### src/rtl/lut_layer_pipe_pkg.sv
// rtl/lut_layer_pipe_pkg.sv - shared parameters, types and helpers for the LUT layer
// Contents: default neuron geometry, per-neuron address type, clog2_min1().
package lut_layer_pkg;

  localparam int DEF_N_NEURONS = 4;
  localparam int DEF_FAN_IN    = 6;
  localparam int DEF_IN_BITS   = 1;
  localparam int DEF_OUT_BITS  = 1;
  localparam int DEF_ADDR_W    = DEF_FAN_IN * DEF_IN_BITS;

  // Truth-table address of one neuron at the default geometry.
  typedef logic [DEF_ADDR_W-1:0] neuron_addr_t;

  // Ceiling log2, never below 1 so a single-neuron layer still has an index bit.
  function automatic int clog2_min1(input int n);
    int r;
    r = 0;
    for (int i = 0; i < 31; i++) begin
      if ((64'd1 << i) < 64'(n)) r = i + 1;
    end
    return (r < 1) ? 1 : r;
  endfunction

endpackage

### src/rtl/lut_layer_pipe_if.sv
// rtl/lut_layer_pipe_if.sv - config port and input/output streams of the LUT layer
// master: upstream/downstream/config side; slave: the layer itself.
interface lut_layer_pipe_if
  import lut_layer_pkg::*;
#(
  parameter int N_NEURONS = DEF_N_NEURONS,
  parameter int FAN_IN    = DEF_FAN_IN,
  parameter int IN_BITS   = DEF_IN_BITS,
  parameter int OUT_BITS  = DEF_OUT_BITS
);
  localparam int ADDR_W = FAN_IN * IN_BITS;
  localparam int NIDX_W = clog2_min1(N_NEURONS);

  logic                          cfg_we;
  logic [NIDX_W-1:0]             cfg_neuron;
  logic [ADDR_W-1:0]             cfg_addr;
  logic [OUT_BITS-1:0]           cfg_data;
  logic                          in_valid;
  logic                          in_ready;
  logic [N_NEURONS*ADDR_W-1:0]   in_data;
  logic                          out_valid;
  logic                          out_ready;
  logic [N_NEURONS*OUT_BITS-1:0] out_data;

  modport master (
    output cfg_we, cfg_neuron, cfg_addr, cfg_data,
    output in_valid, in_data, out_ready,
    input  in_ready, out_valid, out_data
  );

  modport slave (
    input  cfg_we, cfg_neuron, cfg_addr, cfg_data,
    input  in_valid, in_data, out_ready,
    output in_ready, out_valid, out_data
  );

endinterface

### src/rtl/lut_neuron_ram.sv
// rtl/lut_neuron_ram.sv - one neuron's 2^ADDR_W x DATA_W truth table with registered read
// Ports: clk, rst_n (async, active-low); we/waddr/wdata write port;
//        re/raddr read request; rdata registered lookup result.
module lut_neuron_ram #(
  parameter int ADDR_W = 6,
  parameter int DATA_W = 1
) (
  input  logic              clk,
  input  logic              rst_n,
  input  logic              we,
  input  logic [ADDR_W-1:0] waddr,
  input  logic [DATA_W-1:0] wdata,
  input  logic              re,
  input  logic [ADDR_W-1:0] raddr,
  output logic [DATA_W-1:0] rdata_o
);
  localparam int DEPTH = 1 << ADDR_W;

  logic [DATA_W-1:0] mem_q [DEPTH];
  logic [DATA_W-1:0] rdata_q;

  // Read samples mem_q before this edge's write lands, so a same-cycle
  // write to the looked-up entry returns the old contents.
  always_ff @(posedge clk or negedge rst_n) begin
    if (!rst_n) begin
      for (int i = 0; i < DEPTH; i++) mem_q[i] <= '0;
      rdata_q <= '0;
    end else begin
      if (we) mem_q[waddr] <= wdata;
      if (re) rdata_q <= mem_q[raddr];
    end
  end

  assign rdata_o = rdata_q;

endmodule

### src/rtl/lut_layer_pipe.sv
// rtl/lut_layer_pipe.sv - two-stage pipelined layer of runtime-loadable LUT neurons
// Ports: clk; rst_n (async, active-low); bus (lut_layer_pipe_if.slave) carrying
//        the config write port, the input stream and the output stream.
module lut_layer_pipe
  import lut_layer_pkg::*;
#(
  parameter int N_NEURONS = DEF_N_NEURONS,
  parameter int FAN_IN    = DEF_FAN_IN,
  parameter int IN_BITS   = DEF_IN_BITS,
  parameter int OUT_BITS  = DEF_OUT_BITS
) (
  input  logic             clk,
  input  logic             rst_n,
  lut_layer_pipe_if.slave  bus
);
  localparam int ADDR_W = FAN_IN * IN_BITS;
  localparam int NIDX_W = clog2_min1(N_NEURONS);

  logic                        s1_valid_q, s1_valid_d;
  logic [N_NEURONS*ADDR_W-1:0] s1_data_q, s1_data_d;
  logic                        s2_valid_q, s2_valid_d;
  logic                        s1_adv, s2_adv, rd_en;
  logic [N_NEURONS*OUT_BITS-1:0] lut_word;

  // A stage advances when it is empty or the stage after it advances;
  // in_ready therefore never depends on in_valid.
  assign s2_adv = !s2_valid_q || bus.out_ready;
  assign s1_adv = !s1_valid_q || s2_adv;
  assign rd_en  = s2_adv && s1_valid_q;

  assign bus.in_ready  = s1_adv;
  assign bus.out_valid = s2_valid_q;
  assign bus.out_data  = lut_word;

  always_comb begin
    s1_valid_d = s1_valid_q;
    s1_data_d  = s1_data_q;
    s2_valid_d = s2_valid_q;
    if (s1_adv) begin
      s1_valid_d = bus.in_valid;
      if (bus.in_valid) s1_data_d = bus.in_data;
    end
    if (s2_adv) s2_valid_d = s1_valid_q;
  end

  always_ff @(posedge clk or negedge rst_n) begin
    if (!rst_n) begin
      s1_valid_q <= 1'b0;
      s1_data_q  <= '0;
      s2_valid_q <= 1'b0;
    end else begin
      s1_valid_q <= s1_valid_d;
      s1_data_q  <= s1_data_d;
      s2_valid_q <= s2_valid_d;
    end
  end

  // Each table holds the S2 data register for its neuron; an out-of-range
  // cfg_neuron matches no k and so writes nothing.
  for (genvar k = 0; k < N_NEURONS; k++) begin : g_neuron
    logic                wr_en;
    logic [OUT_BITS-1:0] rdata;

    assign wr_en = bus.cfg_we && (bus.cfg_neuron == NIDX_W'(k));

    lut_neuron_ram #(
      .ADDR_W (ADDR_W),
      .DATA_W (OUT_BITS)
    ) u_ram (
      .clk     (clk),
      .rst_n   (rst_n),
      .we      (wr_en),
      .waddr   (bus.cfg_addr),
      .wdata   (bus.cfg_data),
      .re      (rd_en),
      .raddr   (s1_data_q[k*ADDR_W +: ADDR_W]),
      .rdata_o (rdata)
    );

    assign lut_word[k*OUT_BITS +: OUT_BITS] = rdata;
  end

endmodule

### src/flat_wrapper.sv
// flat-port wrapper written by rule: the top's interface ports become plain ports
module lut_layer_pipe_flat import lut_layer_pkg::*;
#(
  parameter int N_NEURONS = DEF_N_NEURONS,
  parameter int FAN_IN    = DEF_FAN_IN,
  parameter int IN_BITS   = DEF_IN_BITS,
  parameter int OUT_BITS  = DEF_OUT_BITS
)
  (clk, rst_n, bus_cfg_we, bus_cfg_neuron, bus_cfg_addr, bus_cfg_data, bus_in_valid, bus_in_data, bus_out_ready, bus_in_ready, bus_out_valid, bus_out_data);
  lut_layer_pipe_if #(.N_NEURONS(N_NEURONS), .FAN_IN(FAN_IN), .IN_BITS(IN_BITS), .OUT_BITS(OUT_BITS)) bus_i ();
  input  logic clk;
  input  logic rst_n;
  input wire logic [$bits(bus_i.cfg_we)-1:0] bus_cfg_we;
  input wire logic [$bits(bus_i.cfg_neuron)-1:0] bus_cfg_neuron;
  input wire logic [$bits(bus_i.cfg_addr)-1:0] bus_cfg_addr;
  input wire logic [$bits(bus_i.cfg_data)-1:0] bus_cfg_data;
  input wire logic [$bits(bus_i.in_valid)-1:0] bus_in_valid;
  input wire logic [$bits(bus_i.in_data)-1:0] bus_in_data;
  input wire logic [$bits(bus_i.out_ready)-1:0] bus_out_ready;
  output wire logic [$bits(bus_i.in_ready)-1:0] bus_in_ready;
  output wire logic [$bits(bus_i.out_valid)-1:0] bus_out_valid;
  output wire logic [$bits(bus_i.out_data)-1:0] bus_out_data;
  assign bus_i.cfg_we = bus_cfg_we;
  assign bus_i.cfg_neuron = bus_cfg_neuron;
  assign bus_i.cfg_addr = bus_cfg_addr;
  assign bus_i.cfg_data = bus_cfg_data;
  assign bus_i.in_valid = bus_in_valid;
  assign bus_i.in_data = bus_in_data;
  assign bus_i.out_ready = bus_out_ready;
  assign bus_in_ready = bus_i.in_ready;
  assign bus_out_valid = bus_i.out_valid;
  assign bus_out_data = bus_i.out_data;
  lut_layer_pipe #(.N_NEURONS(N_NEURONS), .FAN_IN(FAN_IN), .IN_BITS(IN_BITS), .OUT_BITS(OUT_BITS)) u_core (.clk(clk), .rst_n(rst_n), .bus(bus_i));
endmodule
### config.mk
export PLATFORM = sky130hd
export DESIGN_NAME = lut_layer_pipe_flat
export DESIGN_NICKNAME = d
export VERILOG_FILES = /design/src/rtl/lut_layer_pipe_pkg.sv /design/src/rtl/lut_layer_pipe_if.sv /design/src/rtl/lut_neuron_ram.sv /design/src/rtl/lut_layer_pipe.sv /design/src/flat_wrapper.sv
export SDC_FILE = /design/constraint.sdc
export NUM_CORES = 1
export LEC_CHECK = 0
export BUFFER_PORTS_ARGS = -buffer_cell sky130_fd_sc_hd__buf_2
export CORE_ASPECT_RATIO = 0.75
export CORE_MARGIN = 4
export CORE_UTILIZATION = 45
export CTS_BUF_LIST = sky130_fd_sc_hd__clkbuf_16
export DETAILED_ROUTE_END_ITERATION = 16
export GPL_TIMING_DRIVEN = 0
export SLEW_MARGIN = 20
export SYNTH_ARGS = -nofsm -noshare
export SYNTH_HDL_FRONTEND = slang
export SYNTH_HIERARCHICAL = 1
export SYNTH_SLANG_ARGS = --single-unit
### constraint.sdc
create_clock -name clk -period 2.2 [get_ports clk]
set_clock_uncertainty 0.05 [all_clocks]
set_input_delay 0.33 -clock clk [delete_from_list [all_inputs] [get_ports clk]]
set_output_delay 0.33 -clock clk [all_outputs]
set_load 0.02 [all_outputs]
Word level (Yosys, flattened, before mapping):

Index checks and enable logic that the tools add are counted.

* register bits: 286
* logic and storage cells: 307
* output and inout bits: 6

* order comparisons: 6
* bitwise gates (word level): 5
* equality and inequality tests: 3
* reductions and logical operators: 12
* multiplexer cells: 18

Operators by type and width (count)
* bitwise mux 64 bit: 4
* >= comparator 7 bit, second input constant: 5
* NOT 6 -> 7 bit: 5
* binary-select mux 1 bit (select 6 bit): 4
* 2-to-1 mux 1 bit: 9
* less-than comparator 7 x 1 -> 1 bit, second input constant: 1
* demux 1 bit (select 6 bit): 1
* logical AND 1 bit: 6
* equality test 2 bit, second input constant: 2
* equality test 2 x 1 -> 1 bit, second input constant: 1
* logical NOT 1 bit: 2
* logical NOT 2 bit: 1
* logical OR 1 bit: 2
* AND reduction 2 bit: 1

Logic depth before layout (Yosys ltp):

* depth after elaboration: 6
* depth in mapped cells: 7

By module:

Netlist, hierarchy kept.

Modules (own cells, without submodules)
* lut_neuron_ram: cells an instance 302, area each 3493.4 µm², times used 4, seq. area each 1626.6 µm²
* lut_layer_pipe: cells an instance 153, area each 1569.0 µm², times used 1, seq. area each 650.6 µm²

Least setup slack after synthesis:

No wires, ideal clock.

* path kind: reg-to-reg
* from: reg u_core.s1_data_q[0]
* to: reg u_core.g_neuron[0].u_ram.rdata_q
* slack: 0.459 ns
* buffers on the path: 2
* clock period less this slack: 1.741 ns
* cell stages (with the launch flop): 7
* library setup time: 0.082 ns
* data required time: 2.068 ns
* arrival time: 1.609 ns
* path through: dfrtp_1 buf_6 buf_12 mux4_2 mux2i_1 mux4_2 a31oi_1

* longest elaborated chain between the ends: 4

Ends and longest elaborated chain
* from (decl): line lut_layer_pipe.sv:20 `logic [N_NEURONS*ADDR_W-1:0] s1_data_q, s1_data_d;`
* from (signal assigned): line lut_layer_pipe.sv:53 `s1_data_q <= s1_data_d;`
* NOT 6 -> 7 bit (implied by the code): line lut_neuron_ram.sv:30 `if (re) rdata_q <= mem_q[raddr];`
* binary-select mux 1 bit (select 6 bit): line lut_neuron_ram.sv:30
* 2-to-1 mux 1 bit (implied by the code) (2 in a row): line lut_neuron_ram.sv:30
* to (signal assigned): line lut_neuron_ram.sv:30
* to (decl): line lut_neuron_ram.sv:20 `logic [DATA_W-1:0] rdata_q;`

Every way passes these cells. The select of a mux whose other input is x is not followed.
A chain may end at the register's enable or synchronous reset.

Worst setup path in the final report:

* from: reg u_core.s2_valid_q (netlist: u_core/bus.out_valid)
* to: out bus_in_ready

* longest elaborated chain between the ends: 3

Ends and longest elaborated chain
* from (decl): line lut_layer_pipe.sv:21 `logic s2_valid_q, s2_valid_d;`
* from (signal assigned): line lut_layer_pipe.sv:54 `s2_valid_q <= s2_valid_d;`
* logical NOT 1 bit: line lut_layer_pipe.sv:27 `assign s2_adv = !s2_valid_q || bus.out_ready;`
* logical OR 1 bit: line lut_layer_pipe.sv:27
* logical OR 1 bit: line lut_layer_pipe.sv:28 `assign s1_adv = !s1_valid_q || s2_adv;`
* to (decl): line flat_wrapper.sv:20 `output wire logic [$bits(bus_i.in_ready)-1:0] bus_in_ready;`

Every way passes these cells.

==> summary.txt <==
Outcome
  – Status: finished clean

Yosys
  – Ys Warns: 6
  – Synth top cells by count: dfrtp_1 (286), mux2_2 (256), nand2_1 (181)
  – Async SR Flop Fraction: 100%
  – Simple-gate area share of the yosys netlist: between 10% and 20%
  – Sequential area share after synthesis: ~46%
  – Top-count cell post-synth: dfrtp_1
  – Largest family of logic cells by synthesized area: multiplexers
  – Synth top area share: between 40% and 50%
  – Main synth FF type: dfrtp_1
  – Compound-Gate Fraction of Synth Area: around 4%
  – Mean Syn Cell Area: 11.4 um^2
  – EDFF count, synth: 0
  – Syn_nets: about 1.4k
  – Yosys reg bits: roughly 290
  – Ranking of synthesized cells by area: dfrtp_1 (46%), mux2_2 (19%), mux2i_1 (5.2%)
  – Area leader, netlist: dfrtp_1
  – Mapped cell area: 15500 um^2
  – Adder-Cell Fraction of Synth Area: 0%
  – Synth unique cells: 37
  – Mux cell area share after synthesis: between 20% and 30%
  – Synth Instances: 1361
  – Post-synthesis xor/xnor area fraction: 0%

Worst setup path
  – Crit start category: flop
  – Worst setup path startpoint: u_core/bus.out_valid
  – Critical R2R Launch: u_core/s1_data_q[14]
  – Critical path, cell by cell: buf_4 -> and3b_1 -> buf_6 -> inv_4 -> buf_6
  – Critical path arrival: 1680 ps
  – CP delay by family, top: buffers and inverters
  – Worst reg2reg setup slack: 150 ps
  – Reg2Reg Depth: 6
  – Crit path kind: flop to primary output
  – R2R Path End: u_core/g_neuron[2].u_ram/rdata_o
  – Total stage count of the critical path: 5
  – WP buf/inv: 4
  – Critical Path Slowest Stage Cell: dfrtp_1
  – Crit path to: bus_in_ready
  – Largest stage delay, worst path: about 350 ps
  – Most used cell, CP: buf_6
  – CP Capture Type: primary output
  – WP data required: about 1800 ps
  – Crit path max fanout: 17

Clock tree
  – CTS tree: built
  – TritonCTS Sinks: 286
  – Worst skew pair latency: just under 600 ps
  – H-tree Lvls: 1
  – Clock root buffer: clkbuf_16
  – Inserted Clock Buffers: 30
  – CTS max path bufs: 3
  – Worst-path clk slew: 60 ps

Drt
  – Router iterations before antenna repair: 7
  – Routed length per placed instance: 21.5 um
  – Initial drt markers: between 800 and 900
  – ANT nets after route: 0
  – Via Count: around 11k
  – DRT Wirelength: slightly above 40000 um
  – # DRC: 0
  – Via-per-instance ratio: roughly 5.7

Placed design
  – IO Port Bufs: 41
  – GPL Wtd Cong: roughly 0.83
  – Post-DP HPWL: between 20000 and 30000 um

STA
  – Actual slew at the worst max-slew pin: between 1000 and 1500 ps
  – Hold Fails Final Rpt: 0
  – Setup Viol. Count Final: 0
  – RSZ-0062 raised after global routing: no
  – Minimum clock period after layout: around 2100 ps
  – Max_slew headroom: 26.4%
  – Fmax: about 500 MHz
  – Max-slew violations: 0
  – Fin crit share: ~94%

GRT
  – Largest net degree at the start of global routing: just over 80
  – Number of global-route vias before repair: roughly 11k
  – First-pass GRT wire length: ~67000 um
  – GR Overflow Total: 0
  – Antenna violations before repair: 0
  – Global-route usage over all layers: between 20 and 25%

Final layout
  – Share of cells above drive strength 1: between 20 and 30%
  – Final design utilization: about 52%
  – # fillers: 3089
  – Layout area overhead: 12.2%
  – N_diodes: 0
  – Nets: 1490

Die
  – Boundary pin count: between 40 and 50
  – Cell Rows: slightly below 60
  – Full die area: 37600 um^2
  – Die width: 223 um
  – Initial core utilization: between 40% and 50%
  – Core Box Area: 33800 um^2
  – Die H: about 170 um

Worst hold path
  – Hold crit path type: input pin to flop

Power
  – Peak VDD IR: 0.000632 V
  – Total Power: approximately 13 mW
  – Static leakage: ~8 nW
  – Power per Cell Area: approximately 720 nW/um^2

Flow run
  – Max_cap viols: 0
==> how the worst min path moves through the flow <==
stage,from,endpoint,depth (start not counted)
after global placement,u_core/g_neuron[0].u_ram/mem_q[38],u_core/g_neuron[0].u_ram/mem_q[38],1
after detailed placement,rst_n,u_core/g_neuron[3].u_ram/mem_q[33],1
after CTS,bus_in_data[10],u_core/s1_data_q[10],3
after global routing,bus_in_data[10],u_core/s1_data_q[10],3
final,bus_in_data[10],u_core/s1_data_q[10],3
after floorplan,rst_n,u_core/bus.out_valid,0
==> cell families (layout without fill, tap and decap cells) <==
family | count (synthesis) | count (layout)
AOI/OAI and AO/OA | 68 | 68
DFF | 286 | 286
and+or+nand+nor | 534 | 534
muxes | 372 | 372
buffers and inverters | 101 | 213
==> layout by cell type (no fill, tap or decap), drive strengths merged, types with 9 or more instances in the layout <==
master	count
nor2b	16
nor3	16
mux2	256
dlygate4sd3	15
inv	18
nand4b	24
nand2b	42
nand2	181
nor3b	9
clkbuf	93
nor2	149
o211ai	24
and2	9
nand3	36
buf	74
dfrtp	286
a22oi	16
clkinv	12
and3b	10
mux2i	80
mux4	36
==> layout make-up <==
cell class,instances,area (um^2),area share (%)
Buffer,91,558,3.20
Clock buffer,31,776,4.45
Clock inverter,22,100,0.574
Inverter,9,36.3,0.208
Multi-Input combinational cell,974,7790,44.7
Sequential cell,286,7160,41.0
Tap cell,450,563,3.23
Timing Repair Buffer,60,462,2.65
==> per-stage QoR <==
stage	cell area (um^2)	worst slack [ps]	hold slack [ps]	std cells	TNS, ps
after CTS	17400	5.63	0.519	1924	0
after global placement	16300	-4830	429	1852	-1380980
after floorplan	15500	459	-15.6	1361	0
after detailed placement	16400	-238	225	1855	-17550
after global routing	17400	53.7	17.9	1923	0
final	17400	141	26.0	1923	0
==> flip-flops by register name, indices dropped and copies added (netlist names) <==
signal	flops
u_core/s1_valid_q	1
u_core/s1_data_q	24
u_core/bus.out_valid	1
u_core/g_neuron.u_ram/rdata_o	4
u_core/g_neuron.u_ram/mem_q	256
==> where the power goes <==
group / internal (mW) / switching (mW) / leakage, nW
clock: 2.52 / 2.11 / 0.458
combinational: 0.942 / 1.18 / 3.63
sequential: 5.58 / 0.247 / 3.89
total: 9.04 / 3.54 / 7.97
==> tightest hold or removal path, delay by kind of cell <==
kind            cells  cell delay [ps]
compound gates      1               70
buf+inv             1              120
simple gates        1               60
==> routing by layer <==
metal  vias up  GRT usage (%)  share of wire, %
met5         -              0                 0
met4         0           4.69               2.2
met3        54           3.78               5.8
met2       261           33.2                44
met1      5621           34.0                48
li1       5062              -                 -
==> what timing repair did <==
action | in CTS | in global routing
endpoints found under the hold margin | 64 | 0
buffers inserted | 1 | 0
hold buffers | 15 | 0
endpoints found under the setup margin | 5 | 5
resized for setup | 6 | 3
No activity file was read; power rests on OpenSTA's default activity.
